$ cat src/rtl/apb_timeout_guard.sv
// rtl/apb_timeout_guard.sv - APB bridge that forwards one access and aborts it after a wait budget

module apb_timeout_guard #(
   parameter int                    ADDR_WIDTH = 24,
   parameter int                    DATA_WIDTH = 32,
   parameter int                    TIMEOUT    = 255,
   parameter logic [DATA_WIDTH-1:0] ERR_DATA   = DATA_WIDTH'(32'hDEADBEEF)
) (
   input  logic                      clk,
   input  logic                      rst,

   // upstream request from the management bridge
   input  logic                      up_psel,
   input  logic                      up_penable,
   input  logic                      up_pwrite,
   input  logic [ADDR_WIDTH-1:0]     up_paddr,
   input  logic [DATA_WIDTH-1:0]     up_pwdata,
   input  logic [DATA_WIDTH/8-1:0]   up_pstrb,
   output logic                      up_pready,
   output logic [DATA_WIDTH-1:0]     up_prdata,
   output logic                      up_pslverr,

   // downstream APB towards the fabric
   output logic                      dn_psel,
   output logic                      dn_penable,
   output logic                      dn_pwrite,
   output logic [ADDR_WIDTH-1:0]     dn_paddr,
   output logic [DATA_WIDTH-1:0]     dn_pwdata,
   output logic [DATA_WIDTH/8-1:0]   dn_pstrb,
   input  logic                      dn_pready,
   input  logic [DATA_WIDTH-1:0]     dn_prdata,
   input  logic                      dn_pslverr,

   // abort status
   output logic                      timeout_pulse,
   output logic [15:0]               timeout_count,
   output logic [ADDR_WIDTH-1:0]     timeout_addr
);

   typedef enum logic [1:0] {
      ST_IDLE   = 2'd0,
      ST_SETUP  = 2'd1,
      ST_ACCESS = 2'd2,
      ST_RESP   = 2'd3
   } state_t;

   // last ACCESS cycle index that may still complete before the abort fires
   localparam logic [15:0] ABORT_AT = 16'(TIMEOUT - 1);

   state_t                    state_q;
   logic [15:0]               wait_cnt_q;
   logic [15:0]               wait_cnt_d;
   logic [15:0]               timeout_count_q;
   logic [15:0]               timeout_count_d;
   logic                      abort_hit;

   logic                      up_pready_q;
   logic [DATA_WIDTH-1:0]     up_prdata_q;
   logic                      up_pslverr_q;
   logic                      dn_psel_q;
   logic                      dn_penable_q;
   logic                      dn_pwrite_q;
   logic [ADDR_WIDTH-1:0]     dn_paddr_q;
   logic [DATA_WIDTH-1:0]     dn_pwdata_q;
   logic [DATA_WIDTH/8-1:0]   dn_pstrb_q;
   logic                      timeout_pulse_q;
   logic [ADDR_WIDTH-1:0]     timeout_addr_q;

   // acceptance only looks at psel, so penable has no role in this bridge
   logic                      unused_penable;
   assign unused_penable = up_penable;

   // next values for the wait counter, the saturating abort counter and the abort condition;
   // a ready completer in the same cycle always takes priority over the abort
   always_comb begin
      wait_cnt_d      = wait_cnt_q + 16'd1;
      timeout_count_d = (timeout_count_q == 16'hFFFF) ? timeout_count_q
                                                      : timeout_count_q + 16'd1;
      abort_hit       = (state_q == ST_ACCESS) && !dn_pready && (wait_cnt_q == ABORT_AT);
   end

   // transaction FSM; every output is a register updated alongside the state
   always_ff @(posedge clk or posedge rst) begin
      if (rst) begin
         state_q         <= ST_IDLE;
         wait_cnt_q      <= '0;
         timeout_count_q <= '0;
         up_pready_q     <= 1'b0;
         up_prdata_q     <= '0;
         up_pslverr_q    <= 1'b0;
         dn_psel_q       <= 1'b0;
         dn_penable_q    <= 1'b0;
         dn_pwrite_q     <= 1'b0;
         dn_paddr_q      <= '0;
         dn_pwdata_q     <= '0;
         dn_pstrb_q      <= '0;
         timeout_pulse_q <= 1'b0;
         timeout_addr_q  <= '0;
      end else begin
         case (state_q)
            ST_IDLE: begin
               if (up_psel) begin
                  dn_psel_q   <= 1'b1;
                  dn_penable_q <= 1'b0;
                  dn_pwrite_q <= up_pwrite;
                  dn_paddr_q  <= up_paddr;
                  dn_pwdata_q <= up_pwdata;
                  dn_pstrb_q  <= up_pstrb;
                  state_q     <= ST_SETUP;
               end
            end

            ST_SETUP: begin
               dn_penable_q <= 1'b1;
               wait_cnt_q   <= '0;
               state_q      <= ST_ACCESS;
            end

            ST_ACCESS: begin
               if (dn_pready) begin
                  up_pready_q  <= 1'b1;
                  up_prdata_q  <= dn_prdata;
                  up_pslverr_q <= dn_pslverr;
                  dn_psel_q    <= 1'b0;
                  dn_penable_q <= 1'b0;
                  state_q      <= ST_RESP;
               end else if (abort_hit) begin
                  up_pready_q     <= 1'b1;
                  up_prdata_q     <= ERR_DATA;
                  up_pslverr_q    <= 1'b1;
                  dn_psel_q       <= 1'b0;
                  dn_penable_q    <= 1'b0;
                  timeout_pulse_q <= 1'b1;
                  timeout_addr_q  <= dn_paddr_q;
                  timeout_count_q <= timeout_count_d;
                  state_q         <= ST_RESP;
               end else begin
                  wait_cnt_q <= wait_cnt_d;
               end
            end

            ST_RESP: begin
               // completion is shown for exactly this one cycle, then everything returns to idle
               up_pready_q     <= 1'b0;
               up_prdata_q     <= '0;
               up_pslverr_q    <= 1'b0;
               timeout_pulse_q <= 1'b0;
               wait_cnt_q      <= '0;
               state_q         <= ST_IDLE;
            end

            default: begin
               state_q <= ST_IDLE;
            end
         endcase
      end
   end

   assign up_pready     = up_pready_q;
   assign up_prdata     = up_prdata_q;
   assign up_pslverr    = up_pslverr_q;
   assign dn_psel       = dn_psel_q;
   assign dn_penable    = dn_penable_q;
   assign dn_pwrite     = dn_pwrite_q;
   assign dn_paddr      = dn_paddr_q;
   assign dn_pwdata     = dn_pwdata_q;
   assign dn_pstrb      = dn_pstrb_q;
   assign timeout_pulse = timeout_pulse_q;
   assign timeout_count = timeout_count_q;
   assign timeout_addr  = timeout_addr_q;

endmodule

$ cat config.mk
export PLATFORM = sky130hd
export DESIGN_NAME = apb_timeout_guard
export DESIGN_NICKNAME = d
export VERILOG_FILES = /design/src/rtl/apb_timeout_guard.sv
export SDC_FILE = /design/constraint.sdc
export NUM_CORES = 1
export LEC_CHECK = 0
export ABC_AREA = 1
export ABC_CLOCK_PERIOD_IN_PS = 14300
export CORE_AREA = 2 2 88 174
export CTS_CLUSTER_SIZE = 28
export DETAILED_ROUTE_END_ITERATION = 6
export DIE_AREA = 0 0 90 176
export GPL_ROUTABILITY_DRIVEN = 0
export GPL_TIMING_DRIVEN = 0
export MAX_ROUTING_LAYER = met4
export PLACE_DENSITY = 0.82
export SYNTH_ARGS = -nofsm -noshare
export SYNTH_HDL_FRONTEND = slang
export SYNTH_SLANG_ARGS = --single-unit
$ cat constraint.sdc
create_clock -name clk -period 14.3 [get_ports clk]
set_clock_uncertainty 0.15 [all_clocks]
set_input_delay 2.86 -clock clk [delete_from_list [all_inputs] [get_ports clk]]
set_output_delay 2.86 -clock clk [all_outputs]
set_load 0.02 [all_outputs]
# Word-level counts from Yosys, hierarchy flattened
# Index checks and enable logic that the tools add are counted.
# op_classes
n_addsub	2
eq_ne	10
mux	23
bitwise	2
n_reduce_logical	18
# op_table
op	n
two-way mux 32 bit	2
case mux 32 bit (2 select lines)	1
adder 16 x 1 -> 16 bit, second input constant	2
two-way mux 16 bit	2
case mux 16 bit (2 select lines)	1
equality test 16 bit, second input constant	1
equality test 16 x 8 -> 1 bit, second input constant	1
AND reduction 3 bit	5
two-way mux 1 bit	8
inequality test 2 bit, second input constant	4
case mux 1 bit (2 select lines)	4
case mux 2 bit (4 select lines)	1
two-way mux 2 bit	3
AND reduction 2 bit	3
nonzero test 2 bit	3
equality test 2 bit, second input constant	2
AND reduction 4 bit	1
inequality test 3 bit, second input constant	1
case mux 1 bit (3 select lines)	1
nonzero test 3 bit	1
equality test 2 x 1 -> 1 bit, second input constant	1
logical AND 1 bit	2
zero test 2 bit	1
NOT 1 bit	2
2 further kinds	2
# totals
reg_bits	156
output_inout_bits	138

# Logic depth before layout (Yosys ltp)
# depth
ltp_word	6
ltp_mapped	11

# Worst setup path before layout
# OpenSTA, ideal clock, no wires.
# synth_timing
path_type	input to register
from	input port dn_pready
to	register up_prdata_q[0], in the netlist up_prdata[0]
setup_ps	130
arrival_ps	3792
t_required_ps	14020
setup_slack_ps	10228
stages	6
cell_sequence	buf_2 > nor2_1 > nand2_4 > nand2_4 > buf_1 > o21ai_1
# synth_between
elab_chain_cells	5
word_cells_on_any_way	7
# synth_rtl
item	line_no	text
start: declaration	30	input logic dn_pready,
zero test 1 bit	79	abort_hit = (state_q == ST_ACCESS) && !dn_pready && (wait_cnt_q == ABORT_AT);
logical AND 1 bit (2 in series)	79	
inequality test 3 bit (no line)	n/a	
AND reduction 2 bit (no line)	n/a	
end signal: assignment	122	up_prdata_q <= dn_prdata;
end: declaration	58	logic [DATA_WIDTH-1:0] up_prdata_q;
# Several ways; a longest one is shown, not always the timed one.
# A chain may end at the register's enable or synchronous reset.

# Final worst setup path
# layout_timing
from	register timeout_count_q[2], in the netlist timeout_count[2]
to	output port timeout_count[2]
# layout_lines
item	line_no	text
start: declaration	53	logic [15:0] timeout_count_q;
start signal: assignment	135	timeout_count_q <= timeout_count_d;
end: declaration	36	output logic [15:0] timeout_count,
# No word-level cell between the ends.

==> flow_summary.json <==
{
  "power.density_nw_per_um2": 200,
  "critPathArrivalTime_ns": 1.54,
  "worst_pin_slew_ns": 0.831,
  "synth.most_common_cell": "nand2_1",
  "final.setup.tns_ns": 0,
  "start_kind": "flip-flop",
  "crit_path_end_kind": "output port",
  "synth.avg_cell_area_um2": 9.52,
  "crit_start": "timeout_count[2]",
  "cts_tree": "done",
  "rrSetupSlack_ns": 12.00,
  "clock_latency_ns": 0.43,
  "setup_violations": 0,
  "ctsResizeCount": 0,
  "postCtsSetupRepairBufs": 0,
  "relSlewSlack": 0.446,
  "reg2reg_depth": 6,
  "cellLeakagePower_nw": 4.59,
  "grt_pass1_wl_um": 32500,
  "fin_crit_sh": 0.318,
  "synthArstFlopShare": 1.00,
  "cp-endpoint": "timeout_count[2]",
  "drt-total-wl_um": 20500,
  "ant_nets": 0,
  "crit_chain": "clkdlybuf4s50_1",
  "critPathKind": "reg -> out",
  "grt_usage": 0.272,
  "start_util": 0.484,
  "fp.dieH_um": 176,
  "netlist_area_um2": 6990,
  "ioPinCount": 237,
  "postCtsHoldBufs": 0,
  "grt.overflow.total": 0,
  "seq_area_frac_synth": 0.559,
  "drv_cap": 0,
  "slowest_stage": "clkdlybuf4s50_1",
  "drive_above_1_share": 0.130,
  "ir_worst_vdd_mv": 0.131,
  "placedCellCount": 1162,
  "synth_top_cell_area_share": 0.559,
  "synth_nets": 841,
  "nNetsFinal": 1096,
  "fmax_mhz": 220,
  "ff_latch_area_um2": 3900,
  "layout.cells.non_filler": 1195,
  "rows": 62,
  "rsz0062_at_grt": "false",
  "ys_types": 30,
  "drtIter0Drc": 337,
  "drv_slew": 0,
  "grt_pass1_vias": 6389,
  "core_area_um2": 14400,
  "syn2layout_area_growth_pct": 46.3,
  "clock-sinks": 156,
  "crit_required_ns": 11.29,
  "cts_max_level": 4,
  "die-area_um2": 15800,
  "viasPerCell": 5.09,
  "outcome": "finished clean",
  "io_buffer_count": 235,
  "hold_viol_final": 0,
  "synth_top_cell_by_area": "dfrtp_1",
  "fillers": 1127,
  "synth_seq_cells": 156,
  "synth.area.top_cells": "dfrtp_1 56%, nand2_1 12%, mux2_2 8.2%, o21ai_0 4.2%, nand3_1 3.0%",
  "antenna_found_initial": 1,
  "synth.top_cells.by_count": "215 x nand2_1, 156 x dfrtp_1, 58 x o21ai_0",
  "die_x_um": 90,
  "cp.depth": 1,
  "synthFlopType": "dfrtp_1",
  "reg2reg_to": "dn_paddr[6]",
  "grt_max_degree": 93,
  "cpLargestDelayFamily": "buffers and inverters",
  "path_buf_inv": 1,
  "hpwl_um": 15300,
  "hold_class": "reg -> reg",
  "fin_crit_ns": 4.55,
  "rr_startpoint": "state_q[0]",
  "path_clk_slew_ns": 0.06,
  "clk_path_buf_depth": 2,
  "path_max_fanout": 6,
  "critPathMaxStageDelay_ns": 0.65,
  "syn_inst": 734,
  "num_vias": 6083,
  "drc": 0,
  "ys_warn_count": 0,
  "clockRootBuffer": "clkbuf_16",
  "multiInputGateArea_um2": 2730,
  "numCtsBuffers": 17,
  "synth_edf_count": 0,
  "dr.pass1.iters": 4,
  "wire_per_inst_um": 17.1
}
-- layout by cell type (no fill, tap or decap), types with 5 or more instances in the layout --
cell / instances
clkdlybuf4s50_1: 235
nand2_1: 215
dfrtp_1: 156
o21ai_0: 58
mux2_2: 51
nor2_1: 48
nand3_1: 42
inv_1: 35
o21ai_1: 23
clkbuf_16: 17
buf_2: 14
xor2_1: 12
a21oi_1: 11
nand4_1: 10
clkbuf_1: 9
ha_1: 8
xnor2_1: 6
buf_6: 5
-- state kept, by name, summed over array words and instances (netlist names) --
| register | cells |
|---|---|
| dn_pwrite | 1 |
| wait_cnt_q | 16 |
| timeout_addr | 24 |
| up_pslverr | 1 |
| dn_pwdata | 32 |
| dn_pstrb | 4 |
| timeout_count | 16 |
| dn_penable | 1 |
| state_q | 2 |
| dn_paddr | 24 |
| timeout_pulse | 1 |
| up_pready | 1 |
| up_prdata | 32 |
| dn_psel | 1 |
-- report_power, final --
| part | switching, mW | internal, mW |
|---|---|---|
| clock | 0.187 | 0.280 |
| combinational | 0.492 | 0.418 |
| sequential | 0.0832 | 0.587 |
| total | 0.762 | 1.29 |
-- per-layer routing --
metal | GRT usage | vias up | part of all wire | wire length (um)
met1 | 0.271 | 2920 | 0.35 | 7140
met4 | 0.160 | 0 | 0.048 | 982
met3 | 0.0465 | 52 | 0.038 | 784
met2 | 0.492 | 212 | 0.56 | 11600
met5 | - | - | 0 | 0
li1 | - | 2899 | - | -
-- layout make-up --
type | count | area share
clock inverter | 13 | 0.0162
sequential | 156 | 0.382
timing repair buffer | 236 | 0.233
antenna | 1 | 0.000245
inverter | 41 | 0.0155
buffer | 33 | 0.0191
tap | 192 | 0.0235
multi-input combinational | 504 | 0.267
clock buffer | 19 | 0.0433
-- logic make-up after synthesis --
logic type	share of synthesized area
compound gates	0.0733
mux	0.0822
buf+inv	0.0500
simple gates	0.199
fa+ha+maj	0.0143
flops	0.559
xor+xnor	0.0226
-- how the worst min path moves through the flow --
stage                                 from          endpoint  slack, ns  cells after the start
after detailed placement  timeout_addr[11]  timeout_addr[11]       0.31                      2
after CTS                       dn_penable        dn_penable       0.33                      2
after global placement             dn_psel           dn_psel       0.31                      2
final                     timeout_addr[16]  timeout_addr[16]       0.33                      2
after floorplan                 state_q[1]        state_q[1]       0.34                      2
after global routing       timeout_addr[9]   timeout_addr[9]       0.36                      2
-- metrics by stage --
step                      cell area, um^2   util  total power [mW]  worst slack, ns  hold slack, ns
after CTS                           10200  0.708              2.06             9.74           0.330
final                               10200  0.708              2.05             9.75           0.327
after global placement               9580  0.664              1.56             4.90           0.311
after global routing                10200  0.708              2.15             9.69           0.361
after detailed placement             9610  0.666              1.59             9.43           0.314
after floorplan                      6990      -              1.17             7.08           0.340
(Power assumes the default switching activity.)
==> RTL change 1 (same settings) <==
`ADDR_WIDTH`: 24 -> 36.
--- a/src/rtl/apb_timeout_guard.sv
+++ b/src/rtl/apb_timeout_guard.sv
@@ -1,7 +1,7 @@
 // rtl/apb_timeout_guard.sv - APB bridge that forwards one access and aborts it after a wait budget
 
 module apb_timeout_guard #(
-   parameter int                    ADDR_WIDTH = 24,
+   parameter int                    ADDR_WIDTH = 36,
    parameter int                    DATA_WIDTH = 32,
    parameter int                    TIMEOUT    = 255,
    parameter logic [DATA_WIDTH-1:0] ERR_DATA   = DATA_WIDTH'(32'hDEADBEEF)
Interface: changed (resized dn_paddr, timeout_addr and up_paddr); port bits go from 237 to 273. The function was not compared with the original's and may differ.
==> RTL change 1 against the original RTL <==
Synthesized area up 12%; sequential cell count up 24; routed wire length up 11%; total power up 9.0%; combinational power up 8.6%; sequential share of layout area up 1.3 points; setup slack worse by 0.064 ns; global-route usage up 3.1 points; cell area up 12%; highest routed layer unchanged.
==> RTL change 1: results (changes against the original RTL) <==
- Syn nets: 939 (+12%)
- Ant. Diodes: 0 (-1)
- Max-slew headroom: 56.6% (+12 points)
- GR Util All Layers: 30.3% (+3.1 points)
- WL met3: 1410 um (+80%)
- Vias in the first global route: 7281 (+14%)
- Critical path peak fanout: 6 (unchanged)
- Critical Path AT: 1.60 ns (+0.06 ns)
- Status: complete, no violations
- Yosys warnings: 0 (unchanged)
- Post-CTS Setup Repair Bufs: 0 (unchanged)
- R2R setup slack: 12.04 ns (+0.04 ns)
- Met2 wire length: 12400 um (+7.6%)
- Worst hold-check path type: reg -> reg
- H-tree lvl count: 4 (unchanged)
- Syn Area/Cell: 9.52 sq um (about the same)
- First-pass GRT wire length: 36400 um (+12%)
- DR WL/cell: 17.2 um (+0.75%)
- Static leakage: 5.17 nW (+13%)
- Largest net degree at the start of global routing: 129 (+39%)
- Total CTS buffers: 17 (unchanged)
- Crit-path leading delay family: buffers and inverters
- DRT met1 WL: 7530 um (+5.5%)
- Setup slack after placement: 9.49 ns (+0.0685 ns)
- Post-synth ARST share: 100% (unchanged)
- Pre-Repair DR Iteration Count: 6 (+2)
- Slowest stage cell, crit path: clkdlybuf4s50_1
- Post-cts sizing count: 0 (unchanged)
- Clk slew on worst S/H paths: 0.07 ns
- Fillers: 976 (-13%)
- Initial antenna violation count: 0 (-1)
- Synth area leaders: dfrtp_1 58%, nand2_1 11%, mux2_2 7.4%
- Highest routed layer: met4
- CTS Hold Bufs: 0 (unchanged)
- IR drop worst, VDD: 0.000146 V (+11%)
- Worst-Skew Late Latency: 0.43 ns (about the same)
- Vias: 6861 (+13%)
- Sequential area share after synthesis: 57.7% (+1.8 points)
- Drt initial violations: 282 (-16%)
- Buffers on Ports: 271 (+15%)
- Layout cells sized above 1: 10.9% (-2.1 points)
- CP peak stage delay: 0.67 ns (+0.02 ns)
- F_max: 217 MHz (-1.4%)
- Final cell count without fillers: 1315 (+10%)
- DP HPWL: 16900 um (+10%)
- Count of different cell masters after synthesis: 28 (-6.7%)
- Fin nets: 1230 (+12%)
- Clock buffer depth: 2 (unchanged)
- Clock root buffer master: clkbuf_16
- Synth top cells by count: 229 x nand2_1, 180 x dfrtp_1, 73 x o21ai_0, 64 x nor2_1, 51 x mux2_2
==> RTL change 1: logic make-up after synthesis <==
logic type	share of synthesized area, %
buf+inv	5.10
mux	7.36
simple gates	18.5
xor+xnor	2.02
fa+ha+maj	1.28
flops	57.7
compound gates	8.09
==> RTL change 1: cell type report <==
cell class | instances | area (sq um) | share of cell area [%]
clock buffers | 18 | 429 | 3.77
repair buffers | 272 | 2740 | 24.0
inverters | 53 | 206 | 1.81
clock inverters | 13 | 173 | 1.51
flip-flops and latches | 180 | 4500 | 39.5
well taps | 192 | 240 | 2.11
plain buffers | 36 | 199 | 1.75
multi-input cells | 551 | 2910 | 25.5
==> RTL change 1: worst paths after layout <==
check,startpoint,endpoint,depth (start not counted)
setup / recovery,timeout_count[0],timeout_count[0],1
hold / removal,timeout_addr[24],timeout_addr[24],2
setup reg to reg,state_q[0],dn_paddr[11],7
hold reg to reg,timeout_addr[24],timeout_addr[24],2
max in group asynchronous,rst,timeout_count[5],3
min in group asynchronous,rst,wait_cnt_q[7],2
==> RTL change 1: tightest hold or removal path, cell delays in order (launching register included) <==
cell and delay [ns]:
dfrtp_1 0.34, nand2_1 0.05, nand2_1 0.06
==> RTL change 1: where the power goes <==
| group | leakage (nW) | switching (mW) | internal, mW |
|---|---|---|---|
| sequential | 2.27 | 0.0927 | 0.670 |
| clock | 0.286 | 0.203 | 0.277 |
| combinational | 2.61 | 0.536 | 0.452 |
==> RTL change 1: layer usage <==
metal	global-route usage, %	vias up
li1	-	3223
met1	28.4	3284
met2	55.5	272
met3	7.64	82
met4	16.9	0
met5	-	-
==> RTL change 1: through the flow <==
step                      utilization [%]  hold slack [ns]
after floorplan                         -            0.340
after global placement               74.6            0.305
after detailed placement             74.8            0.314
after CTS                            79.0            0.332
after global routing                 79.0            0.343
final                                79.0            0.329
==> RTL change 2 (config.mk and constraints unchanged) <==
Made on the original files. Reset style: synchronous (`rst`), changed in one clocked block.
--- a/src/rtl/apb_timeout_guard.sv
+++ b/src/rtl/apb_timeout_guard.sv
@@ -80,7 +80,7 @@
    end
 
    // transaction FSM; every output is a register updated alongside the state
-   always_ff @(posedge clk or posedge rst) begin
+   always_ff @(posedge clk) begin
       if (rst) begin
          state_q         <= ST_IDLE;
          wait_cnt_q      <= '0;
Behaviour: differs if rst is asserted again (counterexample within 4 cycles, from zero or initial values and one cycle with rst high); with rst held inactive, the same outputs for 4 cycles.
==> RTL change 2 against the original RTL <==
Cell count grew 14%; synthesized cell count up 22%; critical path type unchanged; synthesized area decreased by 5.7%; sequential cell count unchanged; core utilization shrank 3.2 points; count of clock-buffer cells in the layout grew 1; setup slack better by 0.015 ns; clock power shrank 4%; routed wire length grew 2.5%; total power down 25%; sequential power is 17% lower; maximum frequency rose by 0.32%; largest power group is now registers; cell area is 4.5% lower.
==> RTL change 2: results (changes against the original RTL) <==
- Initial antenna violation count: 0 (-1)
- Slew of the pin with the lowest slew margin: 0.586 ns (-0.245 ns)
- Critical path peak fanout: 6 (unchanged)
- Synth top cells by count: 180 x nand2_1, 177 x nor2_1, 156 x dfxtp_1, 93 x a21oi_1, 64 x o21ai_0
- Clk slew on worst S/H paths: 0.06 ns (about the same)
- Post-cts sizing count: 0 (unchanged)
- Yosys warnings: 0 (unchanged)
- Worst-Skew Late Latency: 0.43 ns (about the same)
- Largest net degree at the start of global routing: 17 (-82%)
- Synth area leaders: dfxtp_1 47%, nand2_1 10%, nor2_1 10%
- Status: complete, no violations
- Post-CTS Setup Repair Bufs: 0 (unchanged)
- GR Util All Layers: 26.6% (-0.51 points)
- Fillers: 1211 (+7.5%)
- Post-synth ARST share: 0% (-100 points)
- Static leakage: 3.51 nW (-23%)
- Net Sw Power: 0.556 mW (-27%)
- DR WL/cell: 15.4 um (-9.8%)
- Count of different cell masters after synthesis: 32 (+6.7%)
- H-tree lvl count: 4 (unchanged)
- Sequential area share after synthesis: 47.4% (-8.5 points)
- Placed cell area: 9180 sq um (-4.5%)
- Buffers on Ports: 235 (unchanged)
- Slew Viols, Final: 0 (unchanged)
- Drt initial violations: 360 (+6.8%)
- Layout cells sized above 1: 5.23% (-7.7 points)
- Slowest stage cell, crit path: clkdlybuf4s50_1
- Via density: 5.18 (+1.8%)
- Worst hold-check path type: reg -> reg
- Total CTS buffers: 17 (unchanged)
- Critical Path AT: 1.52 ns (-0.02 ns)
- CP peak stage delay: 0.65 ns (about the same)
- Fin nets: 1260 (+15%)
- Clock root buffer master: clkbuf_16
- Ant. Diodes: 0 (-1)
- Syn nets: 1006 (+20%)
- Crit-path leading delay family: buffers and inverters
- Area share of the largest cell type after synthesis: 47.4% (-8.5 points)
- Pre-Repair DR Iteration Count: 6 (+2)
- IR drop worst, VDD: 0.000128 V (-2.9%)
- Clock buffer depth: 2 (unchanged)
- Vias in the first global route: 6727 (+5.3%)
- Setup slack after placement: 9.38 ns (-0.0485 ns)
- DP HPWL: 16000 um (+4.5%)
- First-pass GRT wire length: 32800 um (+0.81%)
==> RTL change 2: cell types whose count changed after synthesis, sizes merged, moves of 25 or more <==
cell / delta
clkbuf: +30
mux2: -51
a21oi: +82
dfrtp: -156
nor2: +128
o211ai: +25
nand2: -38
dfxtp: +156
==> RTL change 2: final cells by class <==
| cell class | instances | area (sq um) | area share (%) |
|---|---|---|---|
| buffer | 53 | 231 | 2.37 |
| timing repair buffer | 235 | 2350 | 24.1 |
| multi-input combinational | 653 | 3090 | 31.6 |
| clock buffer | 20 | 457 | 4.68 |
| tap | 192 | 240 | 2.46 |
| sequential | 156 | 3120 | 32.0 |
| inverter | 37 | 141 | 1.45 |
| clock inverter | 12 | 128 | 1.31 |
==> RTL change 2: logic make-up after synthesis <==
family,synth area share (%)
buf+inv,5.66
simple gates,27.9
compound gates,15.3
fa+ha+maj,1.52
flops,47.4
xor+xnor,2.26
==> RTL change 2: final timing paths <==
path                                   startpoint                end  slack, ns  cells after the start
worst max-delay path            timeout_count[10]  timeout_count[10]       9.77                      1
worst min register to register    timeout_addr[1]    timeout_addr[1]       0.32                      2
worst min-delay path              timeout_addr[1]    timeout_addr[1]       0.32                      2
worst max register to register         state_q[0]      wait_cnt_q[5]      11.98                     10
==> RTL change 2: through the flow <==
step                      instances  total power [mW]  hold slack, ns
after floorplan                 899             0.854           0.323
after global placement         1326              1.09           0.297
after detailed placement       1326              1.10           0.305
after CTS                      1358              1.55           0.318
after global routing           1358              1.62           0.337
final                          1358              1.54           0.315
==> RTL change 2: per-layer routing <==
layer	GRT usage (%)	vias up	share of wire [%]
met2	50.4	300	55
met1	24.4	3199	34
met4	14.3	0	5.1
met3	6.06	77	5.6
li1	-	3464	-
met5	-	-	0
==> RTL change 2: power by group through the flow <==
| stage | Clock, mW | Combinational [mW] | Sequential, mW |
|---|---|---|---|
| 2_1_floorplan | 0 | 0.207 | 0.647 |
| 3_3_place_gp | 0 | 0.521 | 0.567 |
| 3_5_place_dp | 0 | 0.530 | 0.569 |
| 4_1_cts | 0.454 | 0.532 | 0.560 |
| 5_1_grt | 0.475 | 0.574 | 0.569 |
| 6_report | 0.450 | 0.529 | 0.560 |
==> RTL change 2: tightest hold or removal path: cells and delay by family, from the launching register on <==
kind / cells / cell delay [ns]
AOI/OAI and AO/OA: 1 / 0.05
and+or+nand+nor: 1 / 0.06
DFF: 1 / 0.31
